`config.mk`:
```
export PLATFORM = sky130hd
export DESIGN_NAME = mux_rr_arbiter
export DESIGN_NICKNAME = d
export VERILOG_FILES = /design/src/rtl/mux_rr_arbiter.sv
export SDC_FILE = /design/constraint.sdc
export NUM_CORES = 1
export LEC_CHECK = 0
export ABC_AREA = 1
export BUFFER_PORTS_ARGS = -buffer_cell sky130_fd_sc_hd__buf_4
export CORE_UTILIZATION = 60
export DETAILED_ROUTE_END_ITERATION = 10
export PLACE_DENSITY = 0.81
export SETUP_SLACK_MARGIN = 0.1
export SLEW_MARGIN = 20
export SYNTH_ARGS = -nofsm -noshare
export SYNTH_HDL_FRONTEND = slang
export SYNTH_SLANG_ARGS = --single-unit
```
`constraint.sdc`:
```
create_clock -name clk -period 5.7 [get_ports clk]
set_input_delay 1.71 -clock clk [delete_from_list [all_inputs] [get_ports clk]]
set_output_delay 1.71 -clock clk [all_outputs]
set_load 0.02 [all_outputs]
```
`src/rtl/mux_rr_arbiter.sv`:
```
// Round-robin arbiter that owns the select lines of a 4:1 mux, with a per-owner hold timeout
// and a registered data path. Define MUX_RR_ARBITER_LOCK_EN to add a lock input that suppresses timeout rotation.
module mux_rr_arbiter #(
    parameter int unsigned WIDTH    = 1,
    parameter int unsigned MAX_HOLD = 8
) (
    input  logic             clk,
    input  logic             rst_n,
    input  logic [3:0]       req,
`ifdef MUX_RR_ARBITER_LOCK_EN
    input  logic             lock,
`endif
    input  logic [WIDTH-1:0] in0,
    input  logic [WIDTH-1:0] in1,
    input  logic [WIDTH-1:0] in2,
    input  logic [WIDTH-1:0] in3,
    output logic [3:0]       grant,
    output logic             addr0,
    output logic             addr1,
    output logic [WIDTH-1:0] out,
    output logic             out_valid,
    output logic             busy
);

    localparam int unsigned HCNT_W = 8;
    localparam logic [HCNT_W-1:0] HOLD_LAST = HCNT_W'(MAX_HOLD - 1);

    typedef enum logic {
        IDLE  = 1'b0,
        GRANT = 1'b1
    } state_t;

    state_t            state_q, state_d;
    logic [1:0]        ptr_q, ptr_d;
    logic [HCNT_W-1:0] hcnt_q, hcnt_d;
    logic [3:0]        grant_q, grant_d;
    logic [1:0]        sel_q, sel_d;
    logic [WIDTH-1:0]  out_q;
    logic              valid_q;
    logic              busy_q;

    logic              lock_w;
    logic [3:0]        others;
    logic [2:0]        pick_any;
    logic [2:0]        pick_oth;
    logic [2:0]        take;
    logic [WIDTH-1:0]  sel_data;

`ifdef MUX_RR_ARBITER_LOCK_EN
    assign lock_w = lock;
`else
    assign lock_w = 1'b0;
`endif

    // First set request scanning start, start+1, ... (mod 4); result is {found, index}.
    function automatic logic [2:0] rr_pick(input logic [3:0] r, input logic [1:0] start);
        logic [2:0] res;
        logic [1:0] idx;
        res = 3'b000;
        for (int k = 3; k >= 0; k--) begin
            idx = start + 2'(k);
            if (r[idx]) res = {1'b1, idx};
        end
        return res;
    endfunction

    always_comb begin
        state_d  = state_q;
        ptr_d    = ptr_q;
        hcnt_d   = hcnt_q;
        grant_d  = grant_q;
        sel_d    = sel_q;
        take     = 3'b000;
        others   = req & ~(4'b0001 << sel_q);
        pick_any = rr_pick(req, ptr_q);
        pick_oth = rr_pick(others, sel_q + 2'd1);

        unique case (state_q)
            IDLE: begin
                if (pick_any[2]) take = pick_any;
            end
            GRANT: begin
                // The registered select doubles as the current owner index.
                if (!req[sel_q]) begin
                    if (pick_any[2]) begin
                        take = pick_any;
                    end else begin
                        grant_d = 4'b0000;
                        hcnt_d  = '0;
                        state_d = IDLE;
                    end
                end else if (lock_w) begin
                    if (hcnt_q != HOLD_LAST) hcnt_d = hcnt_q + HCNT_W'(1);
                end else if (hcnt_q == HOLD_LAST) begin
                    if (pick_oth[2]) take = pick_oth;
                    else             hcnt_d = '0;
                end else begin
                    hcnt_d = hcnt_q + HCNT_W'(1);
                end
            end
            default: state_d = IDLE;
        endcase

        if (take[2]) begin
            state_d = GRANT;
            grant_d = 4'b0001 << take[1:0];
            sel_d   = take[1:0];
            ptr_d   = take[1:0] + 2'd1;
            hcnt_d  = '0;
        end
    end

    always_comb begin
        unique case (sel_q)
            2'd0:    sel_data = in0;
            2'd1:    sel_data = in1;
            2'd2:    sel_data = in2;
            default: sel_data = in3;
        endcase
    end

    always_ff @(posedge clk or negedge rst_n) begin
        if (!rst_n) begin
            state_q <= IDLE;
            ptr_q   <= 2'd0;
            hcnt_q  <= '0;
            grant_q <= 4'b0000;
            sel_q   <= 2'd0;
            out_q   <= '0;
            valid_q <= 1'b0;
            busy_q  <= 1'b0;
        end else begin
            state_q <= state_d;
            ptr_q   <= ptr_d;
            hcnt_q  <= hcnt_d;
            grant_q <= grant_d;
            sel_q   <= sel_d;
            busy_q  <= |grant_d;
            valid_q <= |grant_q;
            // Data follows the grant by one cycle, sampled through the select already registered.
            if (|grant_q) out_q <= sel_data;
        end
    end

    assign grant     = grant_q;
    assign addr0     = sel_q[0];
    assign addr1     = sel_q[1];
    assign out       = out_q;
    assign out_valid = valid_q;
    assign busy      = busy_q;

endmodule

```
==> results by group <==
Status
  – Result of the run: finished, final reports clean

Yosys
  – Synth top area cells: dfrtp_1 (33%), nand2_1 (13%), inv_1 (7.6%), nor2_1 (6.4%), nand3_1 (6.2%)
  – Number of instances in the synthesized netlist: 213
  – Distinct cells, synth: 30
  – Count of warnings emitted by yosys: 0
  – Proportion of synthesized chip area in sequential cells: approximately 33%
  – Biggest area consumer among synthesized cells: dfrtp_1
  – Most frequent cell after synthesis: nand2_1
  – Synthesis-stage register bit count: 20
  – Ys flop type: dfrtp_1
  – Number of enable flip-flop cells after synthesis: 0
  – Syn_nets: 230
  – Area of the mapped netlist: ~0.0015 mm²
  – Share of Yosys cell area claimed by the top area cell type: between 30 and 40%
  – Commonest cells in the netlist: nand2_1 (51), inv_1 (31), nor2_1 (26)
  – Post-synthesis average cell area: slightly above 7 µm²
  – Proportion of register bits with asynchronous set or reset after synthesis: 100%

Finish
  – Synthesis-to-finish area growth: 12.1%
  – Proportion of layout cells with a drive suffix above 1: roughly 17%
  – Number of nets in the final layout: ~250
  – Final-layout fill cell count: around 170
  – Final antenna diode count: 0

Min path
  – Worst min-delay path endpoint: hcnt_q[0]$_DFFE_PN0P_
  – Hold Path Origin: hcnt_q[0]$_DFFE_PN0P_
  – Hold Crit Depth: 1
  – Kind of path behind the tightest hold check: flop to flop

Die
  – Chip width: roughly 52 µm
  – Row cnt: 17
  – Height of the chip: around 52 µm
  – DIE AREA: approximately 0.0027 mm²
  – Area inside the core boundary: approximately 0.0023 mm²
  – Initial Util: 66.3%
  – Number of top-level pins: 19

Drt
  – Pre-Repair DR Iteration Count: 5
  – Final wirelength: about 3000 µm
  – WL per Instance: approximately 12 µm
  – First DRT Iteration DRCs: 55
  – Antenna viol nets, final: 0
  – Total vias in the final route: around 1,400
  – Detailed-route DRC error count: 0
  – Per-cell via count in the routed design: 5.40

STA
  – Clock period minus worst slack: approximately 3200 ps
  – Final hold viol count: 0
  – Share of the clock period used by the worst path: a little under three fifths
  – Worst-Margin Slew: approximately 550 ps
  – Total negative slack: 0 ps
  – Final setup violation count: 0
  – Slew Limit Headroom: ~63%
  – Unrepaired setup endpoints after global routing: no
  – Max frequency: between 0.3 and 0.4 GHz
  – Fin Clk Skew: roughly 3.4 ps
  – Number of max-slew violations in the final report: 0

Worst setup path
  – Number of cells traversed by the worst register-to-register path: 17
  – Critical register-to-register path endpoint: busy$_DFF_PN0_
  – Worst reg2reg startpoint: sel_q[0]$_DFFE_PN0N_
  – Minimum setup slack among reg-to-reg paths: ~2800 ps
  – Arr. time, crit path: 3390 ps
  – Setup CP Type: input port to flop
  – Largest fanout of any net on the critical path: 5
  – List of cells traversed by the critical path: buf_4 > nand3_1 > nand2_1 > nand2_1 > nand2_1 > nor2_1 > nand2_1 > nand3_2 > inv_1 > nand2_2 > nand2_1 > inv_1 > ha_1 > nand2_1 > o21ai_0 > nor2_1 > nand3_1
  – CP max-delay cell: ha_1
  – Crit-path most repeated cell: nand2_1
  – Critical path required time: 5900 ps
  – Longest individual stage delay on the worst path: between 150 and 200 ps
  – Critical path capture point type: flop
  – Startpoint type of the worst setup path: input port

Clock tree
  – Register clock-pin slew on the reported worst setup and hold paths: around 120 ps
  – Number of buffers inserted during clock tree synthesis: 3
  – PostCTS Resize Cnt: 0
  – Number of buffers inserted to repair setup after CTS: 0
  – Worst-Skew Late Latency: 310 ps
  – Number of clock sinks: 20
  – TritonCTS clock tree: built
  – Root Driver: clkbuf_4
  – Clock Path Buffers: 2
  – Post-cts hold buffer count: 0
  – H-tree level count: 1

GRT
  – Maximum number of pins on one net before global-route repair: 21
  – Global-route wire length before repair: about 5100 µm
  – Via count of the first global-routing pass: around 1,200
  – Initial antenna violation count: 0
  – Overflow after GRT: 0
  – GRT Total Usage: around a quarter

Power and ir drop
  – Internal power summed over all cells: roughly 0.54 mW
  – Flop pwr share: 22.7%
  – Pwr per Cell Area: 656 mW/mm²
  – Combinational share of power: roughly 67%
  – Net switching power: slightly below 0.6 mW
  – Part of the total power dissipated in the clock network: 10.4%
  – Total design power: approximately 1.1 mW
  – IR drop worst, VDD: between 0.5 and 0.6 mV
  – Switching Share: between 50% and 60%
  – Static leakage: about 0.91 nW

Placed design
  – Post-detail-place hpwl: approximately 2300 µm
  – Placer Congestion: roughly 0.84
  – PortBufs: 18

Flow run
  – Max-cap violations: 0
[worst max-delay path, delay by kind of cell]
family | cells | cell delay, ps
AOI/OAI and AO/OA | 1 | 100
buffers and inverters | 3 | 260
and+or+nand+nor | 12 | 1130
adders and majority gates | 1 | 180
[placed cells by master (no fill, tap or decap), types with 2 or more instances in the layout]
master,instances
ha_1,7
nor3_1,2
nand4_1,2
xnor2_1,2
clkbuf_4,3
o21ai_1,4
a21oi_1,7
xor2_1,6
buf_4,18
nand3_2,4
nand3_1,19
nor2_2,2
inv_1,31
o21ai_0,9
dfrtp_1,20
nor2_1,26
nand2_1,51
nand2_2,5
[how the worst max path moves through the flow]
stage            from        endpoint  cells past startpoint
6_report       req[0]  busy$_DFF_PN0_                     17
5_1_grt        req[1]  busy$_DFF_PN0_                     18
4_1_cts        req[0]  busy$_DFF_PN0_                     17
3_5_place_dp   req[1]  busy$_DFF_PN0_                     16
3_3_place_gp   req[1]  busy$_DFF_PN0_                     16
2_1_floorplan  req[3]  busy$_DFF_PN0_                     15
[per-stage QoR]
| step | cells | instance area, µm² | utilization (%) | worst slack [ps] | hold WS [ps] |
|---|---|---|---|---|---|
| final | 259 | 1710 | 74.3 | 2510 | 507 |
| after global placement | 255 | 1660 | 72.1 | 2250 | 487 |
| after CTS | 259 | 1710 | 74.3 | 2520 | 512 |
| after detailed placement | 255 | 1660 | 72.1 | 2200 | 495 |
| after floorplan | 213 | 1520 | - | 2560 | 468 |
| after global routing | 259 | 1710 | 74.3 | 2330 | 554 |
[power groups by stage]
stage	clock [mW]	combinational [mW]	sequential, mW
floorplan	0	0.598	0.258
global placement	0	0.714	0.254
detailed placement	0	0.739	0.258
CTS	0.118	0.748	0.254
global route	0.122	0.840	0.263
finish	0.117	0.749	0.255
[metal layers]
metal	global-route usage [%]	up-vias	part of all wire [%]
met2	42.6	29	47
met5	0	-	0
li1	-	707	-
met1	32.9	657	48
met3	5.51	5	4.1
met4	5.26	0	0.88
[kinds of logic after synthesis]
| group | synth area share (%) |
|---|---|
| XOR/XNOR | 5.67 |
| AND/OR/NAND/NOR | 34.8 |
| AO/OA/AOI/OAI | 10.2 |
| adder cells (fa/ha/maj) | 5.75 |
| buffers and inverters | 10.8 |
| flip-flops | 32.8 |
[flip-flops by register name, summed over array words and instances (netlist names)]
register,cells
grant,4
sel_q,2
hcnt_q,8
out_valid,1
ptr_q,2
busy,1
out,1
state_q,1
[cell type report]
class,instances,area (µm²),area share (%)
Sequential cell,20,500,29.3
Clock inverter,1,30.0,1.76
Clock buffer,3,22.5,1.32
Multi-Input combinational cell,157,860,50.3
Tap cell,28,35.0,2.05
Timing Repair Buffer,18,135,7.91
Inverter,32,125,7.33
Note: power is estimated with default switching activity, not from simulation.
